===== config.mk =====
export PLATFORM = sky130hd
export DESIGN_NAME = systolic_feeder
export DESIGN_NICKNAME = d
export VERILOG_FILES = /design/src/rtl/systolic_pkg.sv /design/src/rtl/skew_line.sv /design/src/rtl/systolic_feeder.sv
export SDC_FILE = /design/constraint.sdc
export NUM_CORES = 1
export LEC_CHECK = 0
export ABC_AREA = 1
export CAP_MARGIN = 25
export CORE_MARGIN = 5
export CORE_UTILIZATION = 35
export CTS_CLUSTER_DIAMETER = 100
export DETAILED_ROUTE_END_ITERATION = 6
export PLACE_DENSITY_LB_ADDON = 0.2
export SETUP_SLACK_MARGIN = 0.02
export SLEW_MARGIN = 25
export SYNTH_ARGS = -nofsm -noshare
export SYNTH_HDL_FRONTEND = slang
export SYNTH_SLANG_ARGS = --single-unit

===== constraint.sdc =====
create_clock -name i_clk -period 2.7 [get_ports i_clk]
set_clock_uncertainty 0.05 [all_clocks]
set_input_delay 0.54 -clock i_clk [delete_from_list [all_inputs] [get_ports i_clk]]
set_output_delay 0.54 -clock i_clk [all_outputs]
set_load 0.01 [all_outputs]

===== src/rtl/systolic_pkg.sv =====
`default_nettype none
// ============================================================================
// Module      : systolic_pkg
// Description : Shared definitions for the systolic array feeder: operand
//               width, feeder state encoding and the flush-length helper.
// Revision    : 1.0 - initial release
// ============================================================================
package systolic_pkg;

    // Operand width of every PE input lane.
    localparam int DATA_W = 8;

    typedef enum logic [2:0] {
        IDLE  = 3'd0,
        LOAD  = 3'd1,
        FLUSH = 3'd2,
        HOLD  = 3'd3,
        CLEAR = 3'd4
    } feeder_state_t;

    // Cycles needed after the last beat before the far-corner PE has
    // accumulated its final product: 2N-2 hops across the array plus the
    // accumulate cycle itself.
    function automatic int flush_len(input int n);
        return 2 * n - 1;
    endfunction

endpackage
`default_nettype wire


===== src/rtl/skew_line.sv =====
`default_nettype none
// ============================================================================
// Module      : skew_line
// Description : Fixed-depth register delay line used to skew one operand
//               lane of the systolic array edge.
// Revision    : 1.0 - initial release
// Ports       : i_clk     - clock
//               i_arst_n  - asynchronous active-low reset, clears all stages
//               i_d       - lane input
//               o_q       - lane input delayed by DEPTH cycles
// ============================================================================
module skew_line #(
    parameter int DEPTH = 1,
    parameter int WIDTH = 8
) (
    input  logic             i_clk,
    input  logic             i_arst_n,
    input  logic [WIDTH-1:0] i_d,
    output logic [WIDTH-1:0] o_q
);

    logic [WIDTH-1:0] r_pipe [DEPTH];

    always_ff @(posedge i_clk or negedge i_arst_n) begin
        if (!i_arst_n) begin
            for (int s = 0; s < DEPTH; s++) begin
                r_pipe[s] <= '0;
            end
        end else begin
            r_pipe[0] <= i_d;
            for (int s = 1; s < DEPTH; s++) begin
                r_pipe[s] <= r_pipe[s-1];
            end
        end
    end

    assign o_q = r_pipe[DEPTH-1];

endmodule
`default_nettype wire


===== src/rtl/systolic_feeder.sv =====
`default_nettype none
// ============================================================================
// Module      : systolic_feeder
// Description : Feeds the west (activation) and north (weight) edges of an
//               NxN output-stationary systolic array. Accepts one reduction
//               slice per beat, skews the lanes so operand pairs meet in the
//               right PE, flushes the array, flags finished results and
//               clears the accumulators after the reader acknowledges.
// Revision    : 1.0 - initial release
// Ports       : i_clk          - clock
//               i_arst_n       - asynchronous active-low reset
//               i_valid        - slice offered on i_a / i_b
//               o_ready        - slice accepted this cycle (from state)
//               i_a            - activation column, lane i = A[i][k]
//               i_b            - weight row, lane j = B[k][j]
//               o_a            - skewed west edge, lane i drives PE(i,0)
//               o_b            - skewed north edge, lane j drives PE(0,j)
//               o_doProcess    - accumulate enable to every PE; low clears
//               o_result_valid - all PE sums are final
//               i_result_ack   - reader has captured the results
// ============================================================================
module systolic_feeder #(
    parameter int N      = 4,
    parameter int K      = 4,
    parameter int DATA_W = systolic_pkg::DATA_W
) (
    input  logic                i_clk,
    input  logic                i_arst_n,
    input  logic                i_valid,
    output logic                o_ready,
    input  logic [N*DATA_W-1:0] i_a,
    input  logic [N*DATA_W-1:0] i_b,
    output logic [N*DATA_W-1:0] o_a,
    output logic [N*DATA_W-1:0] o_b,
    output logic                o_doProcess,
    output logic                o_result_valid,
    input  logic                i_result_ack
);

    import systolic_pkg::*;

    localparam int c_CNT_W     = $clog2(K + 1);
    localparam int c_FLUSH_LEN = flush_len(N);
    localparam int c_FL_W      = $clog2(c_FLUSH_LEN + 1);

    localparam logic [c_CNT_W-1:0] c_BEATS      = c_CNT_W'(K);
    localparam logic [c_CNT_W-1:0] c_BEAT_ONE   = c_CNT_W'(1);
    localparam logic [c_FL_W-1:0]  c_FLUSH_LAST = c_FL_W'(c_FLUSH_LEN - 1);
    localparam logic [c_FL_W-1:0]  c_FL_ONE     = c_FL_W'(1);

    feeder_state_t        r_state;
    logic [c_CNT_W-1:0]   r_beat_cnt;
    logic [c_FL_W-1:0]    r_flush_cnt;
    logic                 r_do_process;
    logic                 r_result_valid;

    logic                 w_xfer;
    logic [c_CNT_W-1:0]   w_beat_next;
    logic [N*DATA_W-1:0]  w_a_in;
    logic [N*DATA_W-1:0]  w_b_in;

    assign o_ready     = (r_state == IDLE) ||
                         ((r_state == LOAD) && (r_beat_cnt < c_BEATS));
    assign w_xfer      = i_valid && o_ready;
    assign w_beat_next = r_beat_cnt + c_BEAT_ONE;

    // Any cycle without a transfer (bubble, flush, hold) injects zeros, which
    // keeps later slices aligned and contributes nothing to the sums.
    assign w_a_in = w_xfer ? i_a : '0;
    assign w_b_in = w_xfer ? i_b : '0;

    // Lane g is delayed 1+g cycles so that A[i][k] and B[k][j] reach PE(i,j)
    // on the same cycle after i+j hops inside the array.
    for (genvar g = 0; g < N; g++) begin : g_lane
        skew_line #(
            .DEPTH (g + 1),
            .WIDTH (DATA_W)
        ) u_skew_a (
            .i_clk    (i_clk),
            .i_arst_n (i_arst_n),
            .i_d      (w_a_in[g*DATA_W +: DATA_W]),
            .o_q      (o_a[g*DATA_W +: DATA_W])
        );

        skew_line #(
            .DEPTH (g + 1),
            .WIDTH (DATA_W)
        ) u_skew_b (
            .i_clk    (i_clk),
            .i_arst_n (i_arst_n),
            .i_d      (w_b_in[g*DATA_W +: DATA_W]),
            .o_q      (o_b[g*DATA_W +: DATA_W])
        );
    end

    // Job sequencer. IDLE and LOAD share the beat handling; with K=1 the
    // first beat is also the last and goes straight to FLUSH.
    always_ff @(posedge i_clk or negedge i_arst_n) begin
        if (!i_arst_n) begin
            r_state        <= IDLE;
            r_beat_cnt     <= '0;
            r_flush_cnt    <= '0;
            r_do_process   <= 1'b0;
            r_result_valid <= 1'b0;
        end else begin
            case (r_state)
                IDLE, LOAD: begin
                    if (w_xfer) begin
                        r_beat_cnt   <= w_beat_next;
                        r_do_process <= 1'b1;
                        r_flush_cnt  <= '0;
                        if (w_beat_next == c_BEATS) begin
                            r_state <= FLUSH;
                        end else begin
                            r_state <= LOAD;
                        end
                    end
                end
                FLUSH: begin
                    if (r_flush_cnt == c_FLUSH_LAST) begin
                        r_state        <= HOLD;
                        r_result_valid <= 1'b1;
                    end else begin
                        r_flush_cnt <= r_flush_cnt + c_FL_ONE;
                    end
                end
                HOLD: begin
                    // Accumulation stays enabled; the edges carry zeros so
                    // the sums are stable until the reader acknowledges.
                    if (i_result_ack) begin
                        r_state        <= CLEAR;
                        r_result_valid <= 1'b0;
                        r_do_process   <= 1'b0;
                    end
                end
                CLEAR: begin
                    // The single low enable cycle zeroes every accumulator.
                    r_state    <= IDLE;
                    r_beat_cnt <= '0;
                end
                default: begin
                    r_state        <= IDLE;
                    r_beat_cnt     <= '0;
                    r_flush_cnt    <= '0;
                    r_do_process   <= 1'b0;
                    r_result_valid <= 1'b0;
                end
            endcase
        end
    end

    assign o_doProcess    = r_do_process;
    assign o_result_valid = r_result_valid;

endmodule
`default_nettype wire


==> results of run 1 <==
## state kept, by name (all words and copies together), names as in the netlist
| name | count |
|---|---|
| g_lane.u_skew_a.r_pipe | 48 |
| g_lane.u_skew_b.r_pipe | 48 |
| g_lane.u_skew_a.o_q | 32 |
| g_lane.u_skew_b.o_q | 32 |
| r_beat_cnt | 3 |
| r_flush_cnt | 3 |
| r_state | 3 |
| o_doProcess | 1 |
| o_result_valid | 1 |
## cells by family after synthesis
family / count (synthesis) / share of synthesized area, %
compound gates: 10 / 0.998
buf+inv: 134 / 12.7
flops: 171 / 75.8
fa+ha+maj: 4 / 0.887
simple gates: 113 / 9.58
## through the flow
step / worst slack [ps] / hold WS [ps] / power [mW]
floorplan: 1370 / 194 / 3.97
global placement: 766 / 281 / 4.45
detailed placement: 682 / 285 / 4.50
CTS: 308 / 97.2 / 6.99
global route: 233 / 122 / 7.26
finish: 331 / 74.5 / 6.87
## placed cells by master (no fill, tap or decap), types with 2 or more instances in the layout
cell type,count
dfrtp_1,171
clkdlybuf4s50_1,133
inv_1,78
nor2_1,38
nand2_1,30
nor2_2,29
clkbuf_16,17
nand3_1,7
o21ai_0,6
ha_1,4
clkinvlp_4,4
bufinv_16,3
buf_12,3
nand4_1,2
clkbuf_1,2
inv_6,2
## layout make-up
class,instances,area [um^2]
tap,216,270
sequential,171,4280
clock inverter,12,163
clock buffer,20,447
multi-input combinational,127,654
timing repair buffer,138,1410
inverter,79,297
fill,1408,8310
## synth_stat cells
cell type,count
buf_2,3
ha_1,4
nor3_1,1
or2_0,1
nand3_1,7
inv_2,1
nor3b_1,1
dfrtp_1,171
nand4_1,2
nor2_2,29
a31oi_1,1
o21ai_0,6
o21ai_1,1
nor2_1,38
o22ai_1,1
buf_4,48
inv_1,78
nand2_1,30
nor2_4,1
a21oi_2,1
nor4_1,1
nand3_2,2
buf_6,4
## critical path, delay by kind of cell, from the launching register on
family / cells / cell delay [ps]
buffers and inverters: 2 / 610
flip-flops: 1 / 470
AND/OR/NAND/NOR: 2 / 290
## routing by layer
layer  track usage (%)  wire length [um]  vias up
li1                  -                 -     1418
met1              12.2              3480     1459
met2              17.8              5120       80
met3              3.57               498       24
met4              6.49               322        0
met5                 0                 0        -
## worst min path at each step
stage                                                  startpoint  slack [ps]                             endpoint  depth (start not counted)
final                                                    i_arst_n          70  g_lane[1].u_skew_a.o_q[2]$_DFF_PN0_                          1
after global routing                                     i_arst_n         120  g_lane[1].u_skew_a.o_q[2]$_DFF_PN0_                          1
after CTS                                                i_arst_n         100           o_result_valid$_DFFE_PN0P_                          1
after detailed placement  g_lane[1].u_skew_a.r_pipe[15]$_DFF_PN0_         280  g_lane[1].u_skew_a.o_q[7]$_DFF_PN0_                          0
after global placement    g_lane[3].u_skew_a.r_pipe[13]$_DFF_PN0_         280  g_lane[3].u_skew_a.o_q[5]$_DFF_PN0_                          0
after floorplan                                          i_arst_n         190  g_lane[0].u_skew_a.o_q[0]$_DFF_PN0_                          0
## where the power goes
| part | switching (mW) | internal (mW) |
|---|---|---|
| clock | 0.962 | 1.49 |
| sequential | 0.156 | 3.06 |
| combinational | 0.604 | 0.594 |
==> out/qor.log, run 1 <==
[cells_and_area] post-route cell area 7520 um^2
[cts] CTS tree yes
[setup_path] Reg-to-Reg Start r_state[1]$_DFFE_PN0P_
[setup_path] R2R cell count 4
[place] detailed-placement wirelength estimate 6600 um
[synthesis] number of synthesis warnings 0
[route] via density per instance 3.91
[die] die height 137 um
[synthesis] number of cells produced by synthesis 432
[timing] Post-Route Setup TNS 0 ps
[setup_path] CP Launch Type flop
[setup_path] signal arrival time at the worst endpoint 1780 ps
[route] overall routed net length 9420 um
[cells_and_area] final instance count without filler cells 763
[route] routed via count 2,981
[timing] time the worst path needs with I/O delays and setup 2370 ps
[cts] Post-CTS Resized 0
[setup_path] endpoint of the worst setup timing path o_ready
[timing] normalized max-slew margin 57.6%
[setup_path] Critical Path Slowest Stage Cell clkdlybuf4s50_1
[place] IO buf count 134
[cts] maximum buffer depth of the clock tree 2
[cts] clock latency on the worst-skew pair 410 ps
[timing] maximum achievable frequency 0.422 GHz
[cells_and_area] share of final-layout standard cells stronger than drive strength 1 12.6%
[synthesis] flop and latch count out of synthesis 171
[setup_path] crit path max fanout 6
[synthesis] cell types occupying the most area after synthesis dfrtp_1, buf_4, inv_1
[die] die width 137 um
[place] dpl cells 731
[route] routed wirelength normalized by instance count 12.4 um
[die] area inside the core boundary 15,800 um^2
[synthesis] top cell type's share of synthesized area 75.8%
[power_and_ir_drop] leakage power total 3.78 nW
[cts] CTS Hold Bufs 0
[die] Placement Rows 46
[power_and_ir_drop] Peak supply drop 0.467 mV
[cells_and_area] antenna diode count 0
[setup_path] r2r setup slk 1180 ps
[synthesis] number of nets produced by synthesis 504
[place] routability congestion estimate from global placement 0.747
[global_route] pin count of the biggest net entering global routing 69
[cells_and_area] P&R area growth vs syn 33.3%
[cells_and_area] Layout Nets 606
[setup_path] crit path cell chain nor2_4 -> nand2_1 -> inv_1 -> clkdlybuf4s50_1
[cts] clock sink count 171
[timing] slew at the pin closest to its max-slew limit 635 ps
[global_route] initial antenna violation count 0
[die] Die ar. 18,800 um^2
[run] Max Cap Violations 0
[setup_path] Critical Path Start r_state[1]$_DFFE_PN0P_
[setup_path] WP data required 2110 ps
[synthesis] cell type with the largest total area after synthesis dfrtp_1
[timing] RSZ-0062 raised after global routing no
[timing] final count of hold timing violations 0
[timing] max-slew violation count 0
[global_route] Global Route Usage Sum 10.8%
[synthesis] synthesized area 5640 um^2
[synthesis] Avg Inst Size Synth 13.1 um^2
[cts] Num CTS Buffers 17
[cts] clock edge transition at the registers on the reported setup and hold paths 60 ps
[global_route] global-route congestion overflow total 0
[setup_path] Slowest Stage Delay on Critical Path 540 ps
[die] Initial Util 35.7%
[route] DRT antenna net count 0
[place] Area after DPL 6910 um^2
[global_route] number of global-route vias before repair 3,109
[route] number of design rule violations left after detail routing 0
[route] drt initial violations 54
[die] Top Ports 135
[route] count of TritonRoute iterations in the first routing pass 4
[cts] H-tree levels 4
[cts] # Post-CTS Setup Buffers 0
[synthesis] register area share after synthesis 75.8%
[setup_path] kind of capture point of the worst setup path output pin
[cells_and_area] Final Core Density 47.5%
[worst_hold_path] Worst Hold Class primary input to async pin
[global_route] wire length of the first global-routing pass 15,200 um
[setup_path] reg-to-reg critical path endpoint g_lane[3].u_skew_a.r_pipe[28]$_DFF_PN0_
[timing] final setup violation count 0
[power_and_ir_drop] total power per unit cell area 914 nW/um^2
[synthesis] unique cell type count in the Yosys netlist 23
[setup_path] critical path class flop to output pin
[status] outcome complete, no violations
[cts] library cell used as clock root buffer clkbuf_16
[timing] final worst path period share 87.7%
No activity file was read; power rests on OpenSTA's default activity.
==> run 2, diff against run 1 <==
==> constraint.sdc (replaced) <==
create_clock -name i_clk -period 2.7 [get_ports i_clk]
set_clock_uncertainty 0.05 [all_clocks]
set_input_delay 0.405 -clock i_clk [delete_from_list [all_inputs] [get_ports i_clk]]
set_output_delay 0.405 -clock i_clk [all_outputs]
set_load 0.01 [all_outputs]
==> run 2 against run 1 <==
Compared with the run above:
- clock-buffer cell count shrank 3
- global-route usage about the same
- sequential power is essentially flat
- largest power group unchanged
- highest routed layer unchanged
==> out/qor.log, run 2 (synthesis gave the netlist of run 1 again) <==
[power_and_ir_drop] cell-internal power 5.12 mW
[worst_hold_path] Worst Hold Class flop to flop
[cells_and_area] share of final-layout standard cells stronger than drive strength 1 13.0%
[cts] library cell used as clock root buffer clkbuf_16
[cts] Num CTS Buffers 17
[power_and_ir_drop] Peak supply drop 0.539 mV
[setup_path] critical path depth in cells 4
[power_and_ir_drop] total power per unit cell area 913 nW/um^2
[setup_path] crit path cell chain nor2_4 -> nand2_1 -> inv_1 -> clkdlybuf4s50_1
[status] outcome complete, no violations
[setup_path] Worst path top cell family by delay buffers and inverters
[timing] normalized max-slew margin 54.0%
[die] area inside the core boundary 15,800 um^2
[global_route] wire length of the first global-routing pass 15,200 um
[setup_path] CP Buf/Inv Count 2
[global_route] number of global-route vias before repair 3,098
[cells_and_area] most common cell after layout, fill and taps aside dfrtp_1
[timing] maximum achievable frequency 0.442 GHz
[die] Initial Util 35.7%
[route] overall routed net length 9360 um
[cells_and_area] Layout Nets 607
[cts] # Post-CTS Setup Buffers 0
[timing] Post-Route Setup TNS 0 ps
[global_route] initial antenna violation count 0
[place] Area after DPL 6910 um^2
[cts] CTS tree yes
[cells_and_area] final instance count without filler cells 764
[setup_path] Critical Path Start r_state[1]$_DFFE_PN0P_
[setup_path] Reg-to-Reg Start r_state[1]$_DFFE_PN0P_
[timing] RSZ-0062 raised after global routing no
[global_route] Global Route Usage Sum 10.8%
[setup_path] critical path class flop to output pin
[die] die height 137 um
[cts] clock sink count 171
[place] dpl cells 731
[cts] maximum buffer depth of the clock tree 2
[run] Max Cap Violations 0
[cts] clock latency on the worst-skew pair 420 ps
[cells_and_area] antenna diode count 0
[setup_path] endpoint of the worst setup timing path o_ready
[power_and_ir_drop] fraction of power consumed by combinational cells 17.4%
[cells_and_area] post-route cell area 7530 um^2
[die] Die ar. 18,800 um^2
[cells_and_area] # fillers 1,420
[cts] clock edge transition at the registers on the reported setup and hold paths 60 ps
[setup_path] Critical Path Slowest Stage Cell clkdlybuf4s50_1
[die] Top Ports 135
[power_and_ir_drop] share of total power consumed by net switching 25.5%
[cells_and_area] P&R area growth vs syn 33.5%
[cells_and_area] largest registers g_lane.u_skew_a.r_pipe (48), g_lane.u_skew_b.r_pipe (48)
[power_and_ir_drop] switching pwr 1.75 mW
[place] detailed-placement wirelength estimate 6480 um
[setup_path] crit path max fanout 6
[setup_path] WP data required 2250 ps
[timing] final setup violation count 0
[timing] final count of hold timing violations 0
[power_and_ir_drop] portion of total power attributed to the clock network 35.8%
[global_route] pin count of the biggest net entering global routing 78
[place] routability congestion estimate from global placement 0.813
[global_route] global-route congestion overflow total 0
[timing] time the worst path needs with I/O delays and setup 2260 ps
[setup_path] Slowest Stage Delay on Critical Path 540 ps
[cts] H-tree levels 4
[die] Placement Rows 46
[route] count of TritonRoute iterations in the first routing pass 4
[power_and_ir_drop] sequential fraction of design power 46.8%
[route] DRT antenna net count 0
[route] drt initial violations 123
[timing] max-slew violation count 0
[setup_path] r2r setup slk 1050 ps
[setup_path] kind of capture point of the worst setup path output pin
[setup_path] reg-to-reg critical path endpoint g_lane[0].u_skew_a.o_q[2]$_DFF_PN0_
[timing] slew at the pin closest to its max-slew limit 690 ps
[setup_path] signal arrival time at the worst endpoint 1810 ps
[place] IO buf count 134
[route] via density per instance 3.85
[route] routed via count 2,941
[cells_and_area] highest-count cells in the layout ignoring fill and taps dfrtp_1, clkdlybuf4s50_1, inv_1, nor2_1, nand2_1
[setup_path] R2R cell count 4
[timing] final worst path period share 83.9%
[setup_path] CP Launch Type flop
[power_and_ir_drop] leakage power total 3.80 nW
[die] die width 137 um
[route] number of design rule violations left after detail routing 0
[route] routed wirelength normalized by instance count 12.3 um
[run 2: changes by cell type in the layout (fill, tap and decap cells not counted)]
| cell | before | now |
|---|---|---|
| clkinv_4 | 1 | 4 |
| clkbuf_1 | 2 | 0 |
| clkinvlp_4 | 4 | 2 |
| clkbuf_8 | 1 | 0 |
| clkinv_2 | 1 | 2 |
| dlygate4sd3_1 | 0 | 1 |
| inv_6 | 2 | 3 |
[run 2: worst reg2reg max path: stages, from the launching register on]
cell and delay [ps]:
dfrtp_1 480, nor2_4 220, nand3_4 350, buf_12 340
nor2_1 140
[run 2: how the worst min path moves through the flow]
stage | from | endpoint | slack [ps] | cells past startpoint
6_report | g_lane[3].u_skew_a.r_pipe[29]$_DFF_PN0_ | g_lane[3].u_skew_a.r_pipe[21]$_DFF_PN0_ | 290 | 0
5_1_grt | g_lane[3].u_skew_b.r_pipe[9]$_DFF_PN0_ | g_lane[3].u_skew_b.o_q[1]$_DFF_PN0_ | 300 | 0
4_1_cts | g_lane[1].u_skew_b.r_pipe[12]$_DFF_PN0_ | g_lane[1].u_skew_b.o_q[4]$_DFF_PN0_ | 300 | 0
3_5_place_dp | g_lane[1].u_skew_b.r_pipe[12]$_DFF_PN0_ | g_lane[1].u_skew_b.o_q[4]$_DFF_PN0_ | 280 | 0
3_3_place_gp | g_lane[3].u_skew_a.r_pipe[11]$_DFF_PN0_ | g_lane[3].u_skew_a.o_q[3]$_DFF_PN0_ | 280 | 0
2_1_floorplan | i_arst_n | g_lane[0].u_skew_a.o_q[0]$_DFF_PN0_ | 60 | 0
[run 2: area by class of cell]
| type | instances | area [um^2] | area share [%] |
|---|---|---|---|
| clock buffers | 17 | 425 | 5.65 |
| clock inverters | 15 | 188 | 2.49 |
| inverters | 79 | 297 | 3.94 |
| multi-input cells | 127 | 654 | 8.69 |
| flip-flops and latches | 171 | 4280 | 56.8 |
| well taps | 216 | 270 | 3.59 |
| repair buffers | 139 | 1420 | 18.9 |
[run 2: power groups by stage]
stage               Sequential, mW  Combinational (mW)  Clock, mW
detailed placement            3.27                1.23          0
CTS                           3.23                1.23       2.55
finish                        3.22                1.19       2.47
global route                  3.28                1.32       2.66
floorplan                     3.26               0.709          0
global placement              3.26                1.19          0
[run 2: timing repair]
action	CTS	global route
hold endpoints to repair	74	0
gates resized for setup	0	0
hold buffers	1	0
[run 2: metal layers]
layer / global-route usage [%] / wire length (um) / part of all wire (%) / up-vias
met2: 18.5 / 5230 / 56 / 61
met5: 0 / 0 / 0 / -
met4: 5.32 / 205 / 2.2 / 0
met3: 4.04 / 491 / 5.2 / 15
met1: 11.7 / 3430 / 37 / 1440
li1: - / - / - / 1425
[run 2: through the flow]
stage          setup slack [ps]  power, mW  util (%)  hold WS, ps
5_1_grt                     351       7.26      47.6          300
3_3_place_gp                750       4.45      43.7          281
3_5_place_dp                675       4.50      43.7          285
6_report                    436       6.88      47.6          294
4_1_cts                     439       7.01      47.6          296
2_1_floorplan              1500       3.97         -         59.4
==> run 3, diff against run 2 <==
clock period = 2.3 ns   (was 2.7 ns; I/O delays follow)
==> run 3 against run 2 <==
Compared with the run above:
- utilization decreased by 0.25 points
- register-to-register slack got worse by 190 ps
- sequential cell count unchanged
- wire length increased by 1.4%
- critical path depth unchanged
- largest power group unchanged
- via count increased by 0.31%
==> out/qor.log, run 3 (synthesis gave the netlist of run 1 again) <==
[timing] worst setup slack after layout 151 ps
[worst_hold_path] startpoint of the lowest-slack hold path g_lane[3].u_skew_b.r_pipe[9]$_DFF_PN0_
[cells_and_area] footprint of the flip-flops and latches 4280 um^2
[cts] clock edge transition at the registers on the reported setup and hold paths 70 ps
[die] Top Ports 135
[setup_path] R2R cell count 5
[setup_path] CP Launch Type flop
[timing] time the worst path needs with I/O delays and setup 2150 ps
[timing] Fin Hold WS 290 ps
[power_and_ir_drop] leakage power total 3.77 nW
[power_and_ir_drop] share of total power consumed by net switching 26.4%
[cells_and_area] # fillers 1,427
[power_and_ir_drop] switching pwr 2.07 mW
[cts] clock sink count 171
[setup_path] Reg-to-Reg Start r_state[2]$_DFFE_PN0P_
[power_and_ir_drop] fraction of power consumed by combinational cells 18.1%
[global_route] Global Route Usage Sum 11.0%
[setup_path] critical path class flop to output pin
[cells_and_area] highest-count cells in the layout ignoring fill and taps dfrtp_1, clkdlybuf4s50_1, inv_1, nor2_1, nand2_1
[timing] final worst path period share 93.4%
[setup_path] crit path max fanout 6
[route] overall routed net length 9490 um
[place] worst slack after detailed placement 566 ps
[setup_path] reg-to-reg critical path endpoint r_flush_cnt[0]$_DFFE_PN0P_
[route] number of design rule violations left after detail routing 0
[status] outcome complete, no violations
[cells_and_area] largest registers g_lane.u_skew_a.r_pipe (48), g_lane.u_skew_b.r_pipe (48)
[global_route] initial antenna violation count 0
[worst_hold_path] terminating pin of the worst hold path g_lane[3].u_skew_b.o_q[1]$_DFF_PN0_
[timing] RSZ-0062 raised after global routing no
[cts] H-tree levels 4
[route] detailed-routing wirelength on met1 3550 um
[cells_and_area] post-route cell area 7490 um^2
[global_route] wire length of the first global-routing pass 15,700 um
[timing] maximum achievable frequency 0.465 GHz
[timing] final setup violation count 0
[cells_and_area] multi-input combinational cell area 654 um^2
[place] IO buf count 134
[setup_path] Slowest Stage Delay on Critical Path 530 ps
[die] die height 137 um
[cells_and_area] antenna diode count 0
[setup_path] crit path cell chain nor2_4 -> nand2_1 -> inv_1 -> clkdlybuf4s50_1
[die] Die ar. 18,800 um^2
[cells_and_area] most common cell after layout, fill and taps aside dfrtp_1
[power_and_ir_drop] portion of total power attributed to the clock network 33.6%
[cts] maximum buffer depth of the clock tree 2
[timing] final count of hold timing violations 0
[setup_path] Worst path top cell family by delay buffers and inverters
[route] Met2 Wirelength 5290 um
[timing] Post-Route Setup TNS 0 ps
[cts] # Post-CTS Setup Buffers 0
[setup_path] WP data required 1900 ps
[timing] max-slew violation count 0
[power_and_ir_drop] Peak supply drop 0.496 mV
[place] Area after DPL 6920 um^2
[power_and_ir_drop] sequential fraction of design power 48.3%
[route] via density per instance 3.86
[die] Initial Util 35.7%
[global_route] global-route congestion overflow total 0
[setup_path] kind of capture point of the worst setup path output pin
[power_and_ir_drop] cell-internal power 5.76 mW
[global_route] pin count of the biggest net entering global routing 63
[die] Placement Rows 46
[cts] clock latency on the worst-skew pair 410 ps
[place] routability congestion estimate from global placement 0.737
[worst_hold_path] Worst Hold Class flop to flop
[setup_path] Critical Path Slowest Stage Cell clkdlybuf4s50_1
[worst_hold_path] number of stages on the worst hold path 0
[cells_and_area] Layout Nets 608
[cells_and_area] P&R area growth vs syn 32.8%
[cts] Num CTS Buffers 17
[place] detailed-placement wirelength estimate 6570 um
[setup_path] CP Buf/Inv Count 2
[run] Max Cap Violations 0
[cts] library cell used as clock root buffer clkbuf_16
[route] DRT antenna net count 0
[global_route] number of global-route vias before repair 3,168
[timing] slew at the pin closest to its max-slew limit 566 ps
[route] routed wirelength normalized by instance count 12.4 um
[route] routed via count 2,950
[route] routed wire length on met3 469 um
[cts] CTS tree yes
[power_and_ir_drop] total power per unit cell area 1040 nW/um^2
[die] die width 137 um
[route] count of TritonRoute iterations in the first routing pass 6
[route] drt initial violations 79
[route] uppermost metal layer occupied by signal nets met4
[cells_and_area] share of final-layout standard cells stronger than drive strength 1 13.3%
[setup_path] r2r setup slk 860 ps
[timing] normalized max-slew margin 62.3%
[die] area inside the core boundary 15,800 um^2
[setup_path] signal arrival time at the worst endpoint 1750 ps
run 3: through the flow:
| step | util (%) | power (mW) | cells |
|---|---|---|---|
| after floorplan | - | 4.66 | 432 |
| after detailed placement | 43.7 | 5.29 | 732 |
| final | 47.3 | 7.83 | 765 |
| after CTS | 47.3 | 7.98 | 765 |
| after global routing | 47.3 | 8.30 | 765 |
| after global placement | 43.7 | 5.22 | 732 |
run 3: power by group through the flow:
stage	Sequential, mW	Clock [mW]	Combinational [mW]
global route	3.85	2.88	1.56
floorplan	3.83	0	0.832
CTS	3.79	2.73	1.46
global placement	3.81	0	1.41
finish	3.78	2.63	1.42
detailed placement	3.84	0	1.45
run 3: cell type report:
cell class,instances,share of cell area [%]
Timing Repair Buffer,140,19.1
Tap cell,216,3.61
Clock inverter,13,1.49
Sequential cell,171,57.1
Clock buffer,19,6.04
Multi-Input combinational cell,127,8.73
Inverter,79,3.96
run 3: repair_timing:
action	CTS	global route
gates resized for setup	0	1
setup endpoints to repair	0	1
hold endpoints to repair	59	0
hold buffers	1	0
run 3: worst register-to-register path, cell delays in order, from the launching register on:
cell and delay [ps]:
dfrtp_1 430, inv_1 200, nand2_1 100, a21oi_2 300, nor2_1 110, o21ai_0 160
run 3: metal layers:
layer | up-vias | GRT usage [%]
met5 | - | 0
met3 | 15 | 2.83
li1 | 1418 | -
met1 | 1442 | 12.5
met4 | 0 | 6.04
met2 | 75 | 19.0
run 3: worst max path at each step:
stage	startpoint	endpoint	slack (ps)	depth (start not counted)
floorplan	r_flush_cnt[0]$_DFFE_PN0P_	r_flush_cnt[1]$_DFFE_PN0P_	1110	8
global placement	r_state[1]$_DFFE_PN0P_	o_ready	590	4
detailed placement	r_state[1]$_DFFE_PN0P_	o_ready	570	4
CTS	r_state[1]$_DFFE_PN0P_	o_ready	110	4
global route	r_state[0]$_DFFE_PN0P_	o_ready	40	4
finish	r_state[1]$_DFFE_PN0P_	o_ready	150	4
